[config.mk]
export PLATFORM = sky130hd
export DESIGN_NAME = timer_counter
export DESIGN_NICKNAME = d
export VERILOG_FILES = /design/src/rtl/timer_counter.sv
export SDC_FILE = /design/constraint.sdc
export NUM_CORES = 1
export LEC_CHECK = 0
export CAP_MARGIN = 30
export CORE_UTILIZATION = 26
export CTS_CLUSTER_DIAMETER = 120
export CTS_CLUSTER_SIZE = 24
export DETAILED_ROUTE_END_ITERATION = 8
export HOLD_SLACK_MARGIN = 0.15
export PLACE_DENSITY = 0.53
export SLEW_MARGIN = 15
export SYNTH_ARGS = -nofsm -noshare
export SYNTH_HDL_FRONTEND = slang
export SYNTH_SLANG_ARGS = --single-unit
[constraint.sdc]
create_clock -name i_clk -period 1.75 [get_ports i_clk]
set_clock_uncertainty 0.15 [all_clocks]
set_input_delay 0.175 -clock i_clk [delete_from_list [all_inputs] [get_ports i_clk]]
set_output_delay 0.175 -clock i_clk [all_outputs]
set_load 0.02 [all_outputs]
[src/rtl/timer_counter.sv]
// Countdown datapath for the timer: ms/sec/min/hr binary fields stepped by
// controller pulses, with same-cycle borrow flags for cascading decrements.
module timer_counter #(
  parameter int unsigned MS_MAX  = 999,
  parameter int unsigned SEC_MAX = 59,
  parameter int unsigned MIN_MAX = 59,
  parameter int unsigned HR_MAX  = 23
) (
  input  logic       i_clk,
  input  logic       i_rstn,
  input  logic       i_clear,
  input  logic       i_ms_up,
  input  logic       i_ms_down,
  input  logic       i_sec_up,
  input  logic       i_sec_down,
  input  logic       i_min_up,
  input  logic       i_min_down,
  input  logic       i_hr_up,
  input  logic       i_hr_down,
  output logic [9:0] o_ms,
  output logic [5:0] o_sec,
  output logic [5:0] o_min,
  output logic [4:0] o_hr,
  output logic       o_ms_borrowdown,
  output logic       o_sec_borrowdown,
  output logic       o_min_borrowdown,
  output logic       o_allzero
);

  localparam logic [9:0] MS_TOP  = 10'(MS_MAX);
  localparam logic [5:0] SEC_TOP = 6'(SEC_MAX);
  localparam logic [5:0] MIN_TOP = 6'(MIN_MAX);
  localparam logic [4:0] HR_TOP  = 5'(HR_MAX);

  logic [9:0] ms_q, ms_d;
  logic [5:0] sec_q, sec_d;
  logic [5:0] min_q, min_d;
  logic [4:0] hr_q, hr_d;

  // Wrap tests use only ==top and ==0 so an out-of-range value still steps
  // predictably until a clear recovers it.
  function automatic logic [5:0] step6(input logic [5:0] v, input logic up,
                                       input logic dn, input logic [5:0] top);
    logic [5:0] r;
    r = v;
    if (up && !dn)      r = (v == top)   ? 6'd0 : v + 6'd1;
    else if (dn && !up) r = (v == 6'd0)  ? top  : v - 6'd1;
    return r;
  endfunction

  function automatic logic [4:0] step5(input logic [4:0] v, input logic up,
                                       input logic dn, input logic [4:0] top);
    logic [4:0] r;
    r = v;
    if (up && !dn)      r = (v == top)   ? 5'd0 : v + 5'd1;
    else if (dn && !up) r = (v == 5'd0)  ? top  : v - 5'd1;
    return r;
  endfunction

  always_comb begin
    ms_d  = ms_q;
    sec_d = step6(sec_q, i_sec_up, i_sec_down, SEC_TOP);
    min_d = step6(min_q, i_min_up, i_min_down, MIN_TOP);
    hr_d  = step5(hr_q, i_hr_up, i_hr_down, HR_TOP);
    if (i_ms_up)        ms_d = '0;
    else if (i_ms_down) ms_d = (ms_q == '0) ? MS_TOP : ms_q - 10'd1;
    if (i_clear) begin
      ms_d  = '0;
      sec_d = '0;
      min_d = '0;
      hr_d  = '0;
    end
  end

  always_ff @(posedge i_clk or negedge i_rstn) begin
    if (!i_rstn) begin
      ms_q  <= '0;
      sec_q <= '0;
      min_q <= '0;
      hr_q  <= '0;
    end else begin
      ms_q  <= ms_d;
      sec_q <= sec_d;
      min_q <= min_d;
      hr_q  <= hr_d;
    end
  end

  assign o_ms  = ms_q;
  assign o_sec = sec_q;
  assign o_min = min_q;
  assign o_hr  = hr_q;

  assign o_ms_borrowdown  = i_ms_down  & (ms_q  == '0);
  assign o_sec_borrowdown = i_sec_down & (sec_q == '0);
  assign o_min_borrowdown = i_min_down & (min_q == '0);
  assign o_allzero = (ms_q == '0) && (sec_q == '0) && (min_q == '0) && (hr_q == '0);

endmodule

## Yosys cells after proc, flatten, opt, wreduce, memory -nomap -nowiden

Cells that the tools add are included.

| storage, ports and cells | value |
|---|---|
| register bits after elaboration | 27 |
| output and inout bits | 31 |
| input port bits | 11 |
| word-level logic and storage cells | 59 |

| operators by class | value |
|---|---|
| equality and inequality tests | 3 |
| $add $sub $neg | 7 |
| mux-type cells | 19 |
| reductions and logical operators | 23 |
| bitwise logic cells | 3 |

Operators with widths:

| cell | count |
|---|---|
| $mux W6 | 10 |
| $mux W10 | 4 |
| $mux W5 | 5 |
| $add A6 B1 Y6 const B | 2 |
| $eq A6 B6 Y1 const B | 2 |
| $logic_not A6 Y1 | 2 |
| $reduce_bool A3 Y1 | 4 |
| $sub A6 B1 Y6 const B | 2 |
| $logic_not A10 Y1 | 1 |
| $sub A10 B1 Y10 const B | 1 |
| $logic_and A1 B1 Y1 | 9 |
| $logic_not A1 Y1 | 6 |
| $add A5 B1 Y5 const B | 1 |
| $eq A5 B5 Y1 const B | 1 |
| $logic_not A5 Y1 | 1 |
| $sub A5 B1 Y5 const B | 1 |
| $and A1 B1 Y1 | 3 |

## Logic depth before layout (Yosys ltp)

| depth | value |
|---|---|
| depth after elaboration | 5 |
| gate-level depth with buffers | 7 |
| depth with buffers taken out | 6 |

## Worst setup path after synthesis

OpenSTA, ideal clock, no wires.

| timing path | value |
|---|---|
| path type | reg-to-output |
| from | register sec_q[1], in the netlist o_sec[1] |
| to | output port o_allzero |
| arrival time | 1975 ps |
| required time | 1425 ps |
| slack | -550 ps |
| path buffers | 1 |
| stages on the path, launching flop included | 7 |
| cells stage by stage | dfrtp_1 > clkbuf_1 > inv_1 > ha_1 > nor2b_1 > nand2_1 > nor4_1 |

| between the ends | value |
|---|---|
| word-level cells in the longest chain between the ends | 4 |

RTL lines:

| what | line | text |
|---|---|---|
| from (decl) | 36 | `logic [5:0] sec_q, sec_d;` |
| from (signal assigned) | 78 | `sec_q <= '0;` |
| from (signal assigned) | 83 | `sec_q <= sec_d;` |
| $logic_not A6 Y1 | 97 | `assign o_allzero = (ms_q == '0) && (sec_q == '0) && (min_q == '0) && (hr_q == '0);` |
| $logic_and A1 B1 Y1 (3 in series) | 97 |  |
| to (decl) | 27 | `output logic o_allzero` |

Every way passes these cells.

## Worst setup path after layout

| timing path | value |
|---|---|
| from | register hr_q[0], in the netlist o_hr[0] |
| to | output port o_allzero |

| between the ends | value |
|---|---|
| word-level cells in the longest chain between the ends | 2 |

RTL lines:

| what | line | text |
|---|---|---|
| from (decl) | 38 | `logic [4:0] hr_q, hr_d;` |
| from (signal assigned) | 85 | `hr_q <= hr_d;` |
| $logic_not A5 Y1 | 97 |  |
| $logic_and A1 B1 Y1 | 97 |  |

Every way passes these cells.

==> results.toml <==
[yosys]
netlist_instances = 265
yosys.area.top_type = "dfrtp_1"
ys_seq_elements = 27
netlist_area_sq_um = 2180
synth-edff-count = 0
yosysWarnings = 0
synth_flop_cell = "dfrtp_1"
postSynthAreaPerCell_sq_um = 8.22
yosys.cell_types.count = 56
synthArstFlopShare_pct = 100
yosysTopAreaCellShare_pct = 31.0
synth_area_leaders = "dfrtp_1 (31%), ha_1 (5.2%), a31oi_1 (3.4%)"
syn_nets = 285
ys_seq_area_share_pct = 31.0

[setup_path]
crit_path_end_kind = "output port"
critical_path_class = "flip-flop to output port"
reg2reg_to = "o_hr[3]$_DFFE_PN0P_"
crit_start = "o_hr[0]$_DFFE_PN0P_"
cp_max_fo = 2
r2r_start = "o_hr[0]$_DFFE_PN0P_"
rrSetupSlack_ps = -200
critical_path.endpoint = "o_allzero"
start_kind = "flip-flop"
r2r_cells = 7
cp.arrival_ps = 1700
worstPathRequired_ps = 1420

[floorplanning]
die_area_sq_um = 8750
fp.dieH_um = 93.6
die_w_um = 93.6
io_pins = 42
coreArea_sq_um = 8180
start_util_pct = 26.7
placementRows = 33

[outcome]
violations = "negative setup slack"
run_status = "finished with violations"

[placed_design]
gp_congestion = 0.841
dp_hpwl_um = 4790
dpl_worst_slack_ps = -567
io_buffers = 41

[sta]
fmax_ghz = 0.493
drv_slew = 0
worst_pin_slew_ps = 348
finalHoldViolCount = 0
relSlewSlack_pct = 76.8
finalSetupViolCount = 10
fin_hold_ws_ps = 446
fin_crit_sh_pct = 116
setup_ws_ps = -278
period_needed_ps = 2030
grt_setup_unrepaired = "yes"

[cells_and_area]
postLayoutCoreUtil_pct = 44.2
final_nets = 391
n_antenna_cell = 0
synthToLayoutAreaGrowth_pct = 65.8
nFillCells = 823
drive_above_1_share_pct = 39.7

[drt]
wl_per_cell_um = 13.8
antenna_left = 0
wl_met2_um = 3320
dr_wl_met3_um = 129
routed_wl_um = 6570
via_per_inst = 4.93
drc = 0
dr_total_vias = 2344
highest_layer = "met4"
firstDrtPassIters = 4
drt-met1-wl_um = 3000
drt_first_iter_violations = 57

[power_and_ir_drop]
seqPwrFrac_pct = 29.9
power_frac_comb_pct = 55.9
p_per_area_nw_per_um2 = 671
finalPower_mw = 2.42
p_switching_mw = 0.886
pwr-share-clk_pct = 14.2
vdd_drop_max_mv = 0.329
power.internal_mw = 1.54
p_sw_share_pct = 36.5
total_leakage_power_nw = 1.71

[cts]
cts_tree = "done"
cts_buffer_depth = 2
numCtsBuffers = 3
cts_num_sinks = 27
path_clk_slew_ps = 90
htree_levels = 1
clockRootBuffer = "clkbuf_8"
clock_latency_ps = 270

[worst_hold_path]
hold_depth = 2
hold_path.class = "flip-flop to flip-flop"

[global_routing]
grt_max_degree = 28
grt_first_pass_wirelength_um = 10900
grt_remaining_overflow = 0
antenna_found_initial = 0
grt_use_total_pct = 15.6
grt_pass1_vias = 2273

[flow_run]
max-cap-violations = 0
==> flip-flops by register name, summed over array words and instances (netlist names) <==
register,count
o_ms,10
o_hr,5
o_sec,6
o_min,6
==> kinds of logic (layout without fill, tap and decap cells) <==
kind of cell	Yosys count	count (layout)	synth area share, %
and+or+nand+nor	103	103	26.9
AOI/OAI and AO/OA	85	85	27.2
buffers and inverters	32	137	6.03
DFF	27	27	31.0
adders and majority gates	9	9	5.17
xor gates and xnor gates	7	7	2.81
muxes	2	2	0.976
==> cells in the final DEF (no fill, tap or decap), types with 4 or more instances in the layout <==
cell / netlist / layout
buf_4: 0 / 73
dfrtp_1: 27 / 20
dlygate4sd2_1: 0 / 16
nor2_1: 16 / 15
nand2_1: 15 / 14
o21ai_0: 13 / 12
a21oi_1: 14 / 12
clkdlybuf4s50_1: 0 / 12
a31oi_1: 12 / 11
buf_6: 1 / 10
dlymetal6s2s_1: 0 / 9
o21a_1: 8 / 8
nor2b_1: 8 / 7
nor3_1: 10 / 7
dfrtp_2: 0 / 7
inv_2: 0 / 6
inv_1: 12 / 6
xor2_1: 6 / 6
nand2b_1: 6 / 6
o211ai_1: 6 / 6
a211oi_1: 6 / 6
ha_4: 0 / 6
nor3_2: 2 / 5
nand3_1: 7 / 5
nor4_4: 0 / 4
and3_4: 0 / 4
==> power by group through the flow <==
stage | Clock [mW] | Sequential [mW] | Combinational, mW
floorplan | 0 | 0.827 | 0.539
global placement | 0 | 0.726 | 1.17
detailed placement | 0 | 0.729 | 1.17
CTS | 0.364 | 0.722 | 1.25
global route | 0.394 | 0.732 | 1.48
finish | 0.344 | 0.724 | 1.36
==> cell type report <==
type	instances	area, sq um	share of cell area, %
Timing Repair Buffer	121	1040	28.9
Multi-Input combinational cell	206	1660	46.0
Inverter	12	45.0	1.25
Sequential cell	27	684	18.9
Tap cell	105	131	3.64
Clock inverter	1	5.00	0.139
Clock buffer	3	41.3	1.14
==> worst max-delay path, stage by stage, from the launching register on <==
cell     delay, ps
dfrtp_2        410
inv_2           70
ha_4           120
or4b_4         480
nor4_4         170
buf_4          190
==> metrics by stage <==
stage	area (sq um)	std cells	setup TNS (ps)
after floorplan	2250	265	-312
after global placement	3220	460	-2220
after detailed placement	3220	460	-2370
after CTS	3400	468	-1190
after global routing	3610	475	-2120
final	3610	475	-1070
==> Yosys cell counts (4+ instances only) <==
cell type / instances
a211oi_1: 6
a21oi_1: 14
a31oi_1: 12
and2_1: 4
and3_1: 7
clkbuf_1: 15
dfrtp_1: 27
ha_1: 9
inv_1: 12
nand2_1: 15
nand2b_1: 6
nand3_1: 7
nor2_1: 16
nor2b_1: 8
nor3_1: 10
nor4_1: 6
o211ai_1: 6
o21a_1: 8
o21ai_0: 13
or3_1: 4
xor2_1: 6
==> timing repair <==
action,CTS,global route
setup endpoints to repair,27,31
buffers inserted,3,10
hold buffers,1,0
pin swaps,9,15
gates resized for setup,68,39
endpoints found under the hold margin,27,0
==> metal layers <==
layer | global-route usage [%] | vias to the layer above
li1 | - | 1187
met1 | 20.3 | 1119
met2 | 26.7 | 30
met3 | 2.11 | 8
met4 | 4.23 | 0
met5 | 0 | -
==> worst min path at each step <==
stage,start,to,slack (ps)
finish,o_ms[0]$_DFFE_PN0P_,o_ms[0]$_DFFE_PN0P_,450
floorplan,i_rstn,o_hr[0]$_DFFE_PN0P_,-270
global route,i_ms_up,o_ms[0]$_DFFE_PN0P_,450
detailed placement,i_rstn,o_hr[4]$_DFFE_PN0P_,430
global placement,i_rstn,o_ms[9]$_DFFE_PN0P_,430
CTS,o_ms[0]$_DFFE_PN0P_,o_ms[0]$_DFFE_PN0P_,440
No activity file was read; power rests on OpenSTA's default activity.
